===== src/rtl/axil_cmd_initiator.sv =====
// axil_cmd_initiator: AXI-Lite manager that turns a valid/ready command stream
// into single AXI-Lite reads or writes, one transaction outstanding at a time,
// and returns each result on a valid/ready response stream.
//
// Optional build macro AXIL_INIT_TIMEOUT_EN: adds a watchdog that aborts a stalled
// transaction after TIMEOUT_CYCLES busy cycles. It then returns rsp_resp 2'b11 and
// locks the block in a fault state, which only rst_n clears. Without the macro the
// block waits on the slave indefinitely and TIMEOUT_CYCLES is unused.

module axil_cmd_initiator #(
    parameter int unsigned AXIL_ADDR_WIDTH = 32,
    parameter int unsigned AXIL_DATA_WIDTH = 32,
    parameter int unsigned AXIL_STRB_WIDTH = AXIL_DATA_WIDTH / 8,
    parameter int unsigned TIMEOUT_CYCLES  = 1024
) (
    input  logic                       clk,
    input  logic                       rst_n,

    // Command stream
    input  logic                       cmd_valid,
    output logic                       cmd_ready,
    input  logic                       cmd_wr,
    input  logic [AXIL_ADDR_WIDTH-1:0] cmd_addr,
    input  logic [AXIL_DATA_WIDTH-1:0] cmd_wdata,

    // Response stream
    output logic                       rsp_valid,
    input  logic                       rsp_ready,
    output logic [AXIL_DATA_WIDTH-1:0] rsp_rdata,
    output logic [1:0]                 rsp_resp,

    // AXI-Lite write address channel
    output logic [AXIL_ADDR_WIDTH-1:0] m_axil_awaddr,
    output logic                       m_axil_awvalid,
    input  logic                       m_axil_awready,

    // AXI-Lite write data channel
    output logic [AXIL_DATA_WIDTH-1:0] m_axil_wdata,
    output logic [AXIL_STRB_WIDTH-1:0] m_axil_wstrb,
    output logic                       m_axil_wvalid,
    input  logic                       m_axil_wready,

    // AXI-Lite write response channel
    input  logic                       m_axil_bvalid,
    input  logic [1:0]                 m_axil_bresp,
    output logic                       m_axil_bready,

    // AXI-Lite read address channel
    output logic [AXIL_ADDR_WIDTH-1:0] m_axil_araddr,
    output logic                       m_axil_arvalid,
    input  logic                       m_axil_arready,

    // AXI-Lite read data channel
    input  logic                       m_axil_rvalid,
    input  logic [AXIL_DATA_WIDTH-1:0] m_axil_rdata,
    input  logic [1:0]                 m_axil_rresp,
    output logic                       m_axil_rready
);

    // Reject configurations the datapath cannot represent.
    if ((AXIL_DATA_WIDTH % 8) != 0 || AXIL_STRB_WIDTH != AXIL_DATA_WIDTH / 8 ||
        TIMEOUT_CYCLES == 0) begin : g_bad_params
        $error("axil_cmd_initiator: invalid parameter combination");
    end

`ifdef AXIL_INIT_TIMEOUT_EN
    typedef enum logic [2:0] {
        StIdle,
        StWr,
        StWaitB,
        StRd,
        StWaitR,
        StRsp,
        StFault
    } state_e;

    localparam int unsigned TimerWidth = $clog2(TIMEOUT_CYCLES + 1);
    localparam logic [TimerWidth-1:0] TimerLast = TimerWidth'(TIMEOUT_CYCLES - 1);

    logic [TimerWidth-1:0] timer_q;
    logic                  timed_out_q;
    logic                  busy;
`else
    typedef enum logic [2:0] {
        StIdle,
        StWr,
        StWaitB,
        StRd,
        StWaitR,
        StRsp
    } state_e;
`endif

    state_e state_q;
    logic   aw_done_q;
    logic   w_done_q;
    logic   aw_fin;
    logic   w_fin;

    // A write phase counts as finished if it completed earlier or handshakes this cycle.
    always_comb begin
        aw_fin = aw_done_q | (m_axil_awvalid & m_axil_awready);
        w_fin  = w_done_q  | (m_axil_wvalid  & m_axil_wready);
`ifdef AXIL_INIT_TIMEOUT_EN
        busy   = (state_q == StWr) || (state_q == StWaitB) ||
                 (state_q == StRd) || (state_q == StWaitR);
`endif
    end

    // Transaction sequencer; every output is a register written only here.
    always_ff @(posedge clk or negedge rst_n) begin
        if (!rst_n) begin
            state_q        <= StIdle;
            aw_done_q      <= 1'b0;
            w_done_q       <= 1'b0;
            cmd_ready      <= 1'b0;
            rsp_valid      <= 1'b0;
            rsp_rdata      <= '0;
            rsp_resp       <= 2'b00;
            m_axil_awaddr  <= '0;
            m_axil_awvalid <= 1'b0;
            m_axil_wdata   <= '0;
            m_axil_wstrb   <= '0;
            m_axil_wvalid  <= 1'b0;
            m_axil_bready  <= 1'b0;
            m_axil_araddr  <= '0;
            m_axil_arvalid <= 1'b0;
            m_axil_rready  <= 1'b0;
`ifdef AXIL_INIT_TIMEOUT_EN
            timer_q        <= '0;
            timed_out_q    <= 1'b0;
`endif
        end else begin
            unique case (state_q)
                StIdle: begin
                    // cmd_ready comes up one cycle after reset release.
                    if (!cmd_ready) begin
                        cmd_ready <= 1'b1;
                    end else if (cmd_valid) begin
                        cmd_ready <= 1'b0;
`ifdef AXIL_INIT_TIMEOUT_EN
                        timer_q   <= '0;
`endif
                        if (cmd_wr) begin
                            m_axil_awaddr  <= cmd_addr;
                            m_axil_wdata   <= cmd_wdata;
                            m_axil_wstrb   <= '1;
                            m_axil_awvalid <= 1'b1;
                            m_axil_wvalid  <= 1'b1;
                            aw_done_q      <= 1'b0;
                            w_done_q       <= 1'b0;
                            state_q        <= StWr;
                        end else begin
                            m_axil_araddr  <= cmd_addr;
                            m_axil_arvalid <= 1'b1;
                            state_q        <= StRd;
                        end
                    end
                end

                StWr: begin
                    // AW and W retire independently; B is awaited once both are done.
                    if (m_axil_awvalid && m_axil_awready) begin
                        m_axil_awvalid <= 1'b0;
                        aw_done_q      <= 1'b1;
                    end
                    if (m_axil_wvalid && m_axil_wready) begin
                        m_axil_wvalid <= 1'b0;
                        w_done_q      <= 1'b1;
                    end
                    if (aw_fin && w_fin) begin
                        m_axil_bready <= 1'b1;
                        state_q       <= StWaitB;
                    end
                end

                StWaitB: begin
                    if (m_axil_bvalid) begin
                        m_axil_bready <= 1'b0;
                        rsp_resp      <= m_axil_bresp;
                        rsp_rdata     <= '0;
                        rsp_valid     <= 1'b1;
                        state_q       <= StRsp;
                    end
                end

                StRd: begin
                    if (m_axil_arready) begin
                        m_axil_arvalid <= 1'b0;
                        m_axil_rready  <= 1'b1;
                        state_q        <= StWaitR;
                    end
                end

                StWaitR: begin
                    if (m_axil_rvalid) begin
                        m_axil_rready <= 1'b0;
                        rsp_rdata     <= m_axil_rdata;
                        rsp_resp      <= m_axil_rresp;
                        rsp_valid     <= 1'b1;
                        state_q       <= StRsp;
                    end
                end

                StRsp: begin
                    if (rsp_ready) begin
                        rsp_valid <= 1'b0;
`ifdef AXIL_INIT_TIMEOUT_EN
                        if (timed_out_q) begin
                            state_q <= StFault;
                        end else begin
                            cmd_ready <= 1'b1;
                            state_q   <= StIdle;
                        end
`else
                        cmd_ready <= 1'b1;
                        state_q   <= StIdle;
`endif
                    end
                end

`ifdef AXIL_INIT_TIMEOUT_EN
                StFault: begin
                    cmd_ready <= 1'b0;
                end
`endif

                default: begin
                    state_q <= StIdle;
                end
            endcase

`ifdef AXIL_INIT_TIMEOUT_EN
            // Watchdog overrides whatever the busy state decided on its final cycle.
            if (busy) begin
                timer_q <= timer_q + 1'b1;
                if (timer_q == TimerLast) begin
                    m_axil_awvalid <= 1'b0;
                    m_axil_wvalid  <= 1'b0;
                    m_axil_bready  <= 1'b0;
                    m_axil_arvalid <= 1'b0;
                    m_axil_rready  <= 1'b0;
                    rsp_resp       <= 2'b11;
                    rsp_rdata      <= '0;
                    rsp_valid      <= 1'b1;
                    timed_out_q    <= 1'b1;
                    state_q        <= StRsp;
                end
            end
`endif
        end
    end

endmodule

===== config.mk =====
export PLATFORM = sky130hd
export DESIGN_NAME = axil_cmd_initiator
export DESIGN_NICKNAME = d
export VERILOG_FILES = /design/src/rtl/axil_cmd_initiator.sv
export SDC_FILE = /design/constraint.sdc
export NUM_CORES = 1
export LEC_CHECK = 0
export CORE_MARGIN = 2
export CORE_UTILIZATION = 35
export DETAILED_ROUTE_END_ITERATION = 6
export PLACE_DENSITY = 0.73
export SYNTH_ARGS = -nofsm -noshare
export SYNTH_HDL_FRONTEND = slang
export SYNTH_SLANG_ARGS = --single-unit

===== constraint.sdc =====
create_clock -name clk -period 1.6 [get_ports clk]
set_input_delay 0.16 -clock clk [delete_from_list [all_inputs] [get_ports clk]]
set_output_delay 0.16 -clock clk [all_outputs]
set_load 0.03 [all_outputs]

# After elaboration in Yosys (flattened, before gate mapping)
# Cells that the tools add are included.
[classes]
eq_ne = 16
mux = 48
bitwise = 5
n_reduce_logical = 22
[ops]
columns = ["cell", "count"]
rows = [
  ["$mux 32", 2],
  ["$pmux 32 s2", 1],
  ["$mux 1", 24],
  ["$ne 2x2->1 const B", 11],
  ["$mux 3", 7],
  ["$pmux 3 s6", 1],
  ["$pmux 1 s2", 8],
  ["$reduce_and 5->1", 3],
  ["$reduce_and 4->1", 3],
  ["$reduce_bool 2->1", 6],
  ["$reduce_and 3->1", 3],
  ["$reduce_and 7->1", 1],
  ["$eq 3x2->1 const B", 2],
  ["$eq 3x3->1 const B", 2],
  ["$mux 2", 3],
  ["$pmux 2 s2", 1],
  ["$eq 3x1->1 const B", 1],
  ["$logic_and 1x1->1", 3],
  ["$logic_not 3->1", 1],
  ["$pmux 1 s3", 1],
  ["$reduce_bool 3->1", 1],
  ["$and 1x1->1", 2],
  ["$or 1x1->1", 2],
  ["$reduce_and 2->1", 1],
  ["$not 1->1", 1],
]
[totals]
reg_bits = 143
in_bits = 110
output_inout_bits = 141
wordCells = 107

# Longest topological paths before layout
[depth]
depth_word = 5
depth_mapped = 6
mapped_depth_nobuf = 3

# Worst setup path after synthesis
# Ideal clock, no wire load.
[synth_timing]
path_kind = "register to register"
startpoint = "register state_q[1]"
endpoint = "register m_axil_araddr[10]"
setup_ns = 0.125
arrival_time_ns = 1.495
t_required_ns = 1.475
slack_ns = -0.020
path_stages_with_launch = 6
path_buffers = 2
period_less_slack_ns = 1.620
cell_sequence = "dfrtp_1 -> nor3_2 -> and4b_1 -> buf_2 -> buf_4 -> mux2_2"
[synth_between]
elab_chain_cells = 2
[synth_rtl]
columns = ["item", "line_no", "source"]
rows = [
  ["start, declared", "94", "state_e state_q;"],
  ["start signal, assigned", "113", "state_q <= StIdle;"],
  ["start signal, assigned", "152", "state_q <= StWr;"],
  ["start signal, assigned", "156", "state_q <= StRd;"],
  ["$logic_not 3->1", "134", "unique case (state_q)"],
  ["$reduce_and 4->1 (no line)", "n/a", ""],
  ["end signal, assigned", "154", "m_axil_araddr <= cmd_addr;"],
  ["end, declared", "49", "output logic [AXIL_ADDR_WIDTH-1:0] m_axil_araddr,"],
]
# No other way between the ends.
# A chain may end at the register's enable or synchronous reset.

# Worst setup path after layout
[layout_timing]
startpoint = "register state_q[2]"
endpoint = "register m_axil_araddr[15]"
# Same word-level chain as after synthesis.

==> metrics.json <==
{
  "finalSetupViolCount": 32,
  "antenna_cells": 0,
  "placementRows": 45,
  "finalPower_uw": 18910,
  "finish.utilization_pct": 57.58,
  "tritoncts": "yes",
  "antenna_violating_nets_post_route": 0,
  "hp-class": "input pin to asynchronous set/reset pin",
  "multi_input_comb_area_sq_um": 1777,
  "cp_slowest_stage_delay_ps": 400,
  "yosys_register_bits": 143,
  "worst-r2r-cell-count": 4,
  "worstSetupEndpointType": "flip-flop",
  "vias_per_cell": 4.740,
  "crit-reg2reg-capture": "m_axil_araddr[15]$_DFFE_PN0P_",
  "met1_length_um": 5738,
  "skew_ps": 8.259,
  "drc": 0,
  "slew_violations": 0,
  "leakagePower_uw": 0.004120,
  "clock_sink_total": 143,
  "timing_worst_setup_path_type": "flip-flop to flip-flop",
  "max_cap_violations": 0,
  "highest_count_cells_in_the_layout_ignoring_fill_and_taps": "sky130_fd_sc_hd__dfrtp_1 (143), sky130_fd_sc_hd__dlygate4sd2_1 (137), sky130_fd_sc_hd__clkdlybuf4s50_1 (108), sky130_fd_sc_hd__mux2_2 (94), sky130_fd_sc_hd__a22o_1 (32)",
  "synth.largest_area_cell": "sky130_fd_sc_hd__dfrtp_1",
  "fp.dieArea_sq_um": 16700,
  "gp_congestion": 0.8246,
  "share_of_final_layout_standard_cells_stronger_than_drive_strength_1_pct": 25.04,
  "grt_pass1_vias": 4465,
  "critPathMaxFanout": 34,
  "area_delta_synth_final_pct": 60.03,
  "cts_inserted_buffers": 17,
  "power.density_nw_per_um2": 2152,
  "port_buffers": 250,
  "rsz0062_at_grt": "yes",
  "synth_area_per_cell_sq_um": 15.51,
  "final_net_count": 730,
  "critPathRequiredTime_ps": 1890,
  "final_min_period_over_clock_period_pct": 103.9,
  "max-slew-margin-rel_pct": 72.95,
  "startpoint_type": "flip-flop",
  "period_needed_ps": 1663,
  "boundaryPins": 251,
  "highest_routed_layer": "met4",
  "antenna_found_initial": 0,
  "floorplan.initialDensity_pct": 35.98,
  "peak_ir_drop_on_the_vdd_network_uv": 982.7,
  "outcome": "finished with violations",
  "crit_chain": "nor3_2, and4b_1, buf_12, mux2_2",
  "htree_levels": 4,
  "cpMaxStageDelayCell": "sky130_fd_sc_hd__dfrtp_1",
  "mappedNetlistNets": 464,
  "yosys_warnings": 0,
  "met3RoutedLength_um": 1242,
  "ff_latch_area_sq_um": 3578,
  "final-hold-violation-count": 0,
  "die_height_um": 129.2,
  "synth_area_sq_um": 5490,
  "cp-endpoint": "m_axil_araddr[15]$_DFFE_PN0P_",
  "violations_in_the_final_reports": "setup timing",
  "clock-root-buffer": "sky130_fd_sc_hd__clkbuf_16",
  "grt_max_degree": 40,
  "fin_worst_hold_slack_ps": 230.4,
  "worst_skew_late_latency_ps": 420,
  "post_drt_wl_per_cell_um": 17.21,
  "ys_top_cells_by_area": "sky130_fd_sc_hd__dfrtp_1 (65%), sky130_fd_sc_hd__mux2_2 (19%), sky130_fd_sc_hd__a22o_1 (5.1%)",
  "setup_total_negative_slack_ps": -1281,
  "drt_pre_antenna_iters": 4,
  "worst_setup_path_startpoint": "state_q[2]$_DFFE_PN0P_",
  "core_sq_um": 15260,
  "first_iter_violations": 85,
  "grt_pass1_wl_um": 22740,
  "worst_slack_ps": -63.06,
  "pre_cts_slack_ps": -78.83,
  "netlist.area_leader.share_pct": 65.18,
  "globalRouteOverflowTotal": 0,
  "synthCells": 354,
  "critical_path_arrival_ps": 1960,
  "ctsLongestPathBuffers": 2,
  "worst_setup_hold_path_clk_slew_ps": 60,
  "rrSetupSlack_ps": -60,
  "worst-slew-pin-transition_ps": 405.8,
  "r2r_start": "state_q[2]$_DFFE_PN0P_",
  "overall_global_routing_resource_usage_pct": 17.67,
  "detailroute.wirelength.met2_um": 7287,
  "dp_hpwl_um": 10480,
  "route.final.wire_length_um": 14490,
  "die_w_um": 129.2,
  "synth_cell_type_count": 30,
  "num-fill-cells": 1259,
  "fmax_mhz": 601.3,
  "ys_seq_area_share_pct": 65.18,
  "via_count": 3991,
  "most_common_library_cell_in_the_layout_ignoring_fill_and_taps": "sky130_fd_sc_hd__dfrtp_1"
}
critical path: cells and delay by family, from the launching register on:
family	cells	cell delay [ps]
muxes	1	370
DFF	1	400
and+or+nand+nor	2	510
buffers and inverters	1	230
sequential cells by signal, indices dropped and copies added, names as in the netlist:
register / count
m_axil_bready: 1
m_axil_wstrb: 1
m_axil_awaddr: 32
rsp_resp: 2
m_axil_wvalid: 1
rsp_rdata: 32
m_axil_rready: 1
state_q: 3
aw_done_q: 1
m_axil_awvalid: 1
m_axil_araddr: 32
m_axil_arvalid: 1
m_axil_wdata: 32
w_done_q: 1
rsp_valid: 1
cmd_ready: 1
power by group:
part	total [uW]	switching (uW)	internal, uW
registers	6220	900	5320
logic	9060	5360	3700
clock network	3630	1510	2120
synthesized netlist by cell type:
| cell type | number |
|---|---|
| sky130_fd_sc_hd__o21a_1 | 2 |
| sky130_fd_sc_hd__o31a_1 | 1 |
| sky130_fd_sc_hd__nor3_2 | 2 |
| sky130_fd_sc_hd__nor3b_1 | 3 |
| sky130_fd_sc_hd__and4b_1 | 1 |
| sky130_fd_sc_hd__a21o_1 | 4 |
| sky130_fd_sc_hd__mux2_4 | 5 |
| sky130_fd_sc_hd__nand2_1 | 5 |
| sky130_fd_sc_hd__clkbuf_1 | 5 |
| sky130_fd_sc_hd__mux2_2 | 95 |
| sky130_fd_sc_hd__buf_6 | 1 |
| sky130_fd_sc_hd__nand3_1 | 3 |
| sky130_fd_sc_hd__inv_1 | 6 |
| sky130_fd_sc_hd__a21oi_1 | 6 |
| sky130_fd_sc_hd__dfrtp_1 | 143 |
| sky130_fd_sc_hd__o31ai_1 | 1 |
| sky130_fd_sc_hd__a22o_1 | 32 |
| sky130_fd_sc_hd__mux2i_1 | 1 |
| sky130_fd_sc_hd__buf_4 | 7 |
| sky130_fd_sc_hd__nand2b_1 | 1 |
| sky130_fd_sc_hd__a311o_1 | 1 |
| sky130_fd_sc_hd__and3_1 | 2 |
| sky130_fd_sc_hd__nor2b_1 | 4 |
| sky130_fd_sc_hd__or2_2 | 2 |
| sky130_fd_sc_hd__nand4_2 | 1 |
| sky130_fd_sc_hd__o2111ai_1 | 1 |
| sky130_fd_sc_hd__a32oi_1 | 1 |
| sky130_fd_sc_hd__buf_2 | 11 |
| sky130_fd_sc_hd__nand3b_1 | 3 |
| sky130_fd_sc_hd__o21ai_0 | 4 |
metal layers:
layer / up-vias / track usage (%)
li1: 1807 / -
met4: 0 / 6.330
met3: 21 / 7.349
met2: 170 / 29.69
met5: - / 0
met1: 1993 / 20.34
area by class of cell:
type	count	share of cell area [%]
Timing Repair Buffer	271	29.62
Sequential cell	143	40.73
Multi-Input combinational cell	181	20.22
Clock inverter	9	0.6978
Tap cell	211	3.005
Clock buffer	21	5.469
Inverter	6	0.2563
metrics by stage:
stage / std cells / cell area [sq um]
after CTS: 841 / 8763
after global routing: 842 / 8786
after global placement: 810 / 8378
after floorplan: 354 / 5490
after detailed placement: 810 / 8378
final: 842 / 8786
logic make-up after synthesis:
family,after synthesis,share of synthesized area [%]
AOI/OAI and AO/OA,53,7.635
buffers and inverters,30,2.917
DFF,143,65.18
muxes,101,21.03
and+or+nand+nor,27,3.236
worst min-delay path by stage:
stage	startpoint	endpoint	slack, ps	depth (start not counted)
2_1_floorplan	rst_n	aw_done_q$_DFFE_PN0P_	-140	0
3_3_place_gp	rst_n	m_axil_awaddr[0]$_DFFE_PN0P_	100	1
3_5_place_dp	rst_n	m_axil_araddr[0]$_DFFE_PN0P_	100	1
4_1_cts	rst_n	m_axil_araddr[0]$_DFFE_PN0P_	230	2
5_1_grt	rst_n	m_axil_araddr[0]$_DFFE_PN0P_	260	2
6_report	rst_n	m_axil_araddr[0]$_DFFE_PN0P_	230	2
timing repair:
item,in CTS,in global routing
hold buffers,1,0
hold endpoints to repair,35,0
buffers inserted,0,1
gates resized for setup,138,6
pin swaps,0,0
setup endpoints to repair,171,123
No activity file was read; power rests on OpenSTA's default activity.
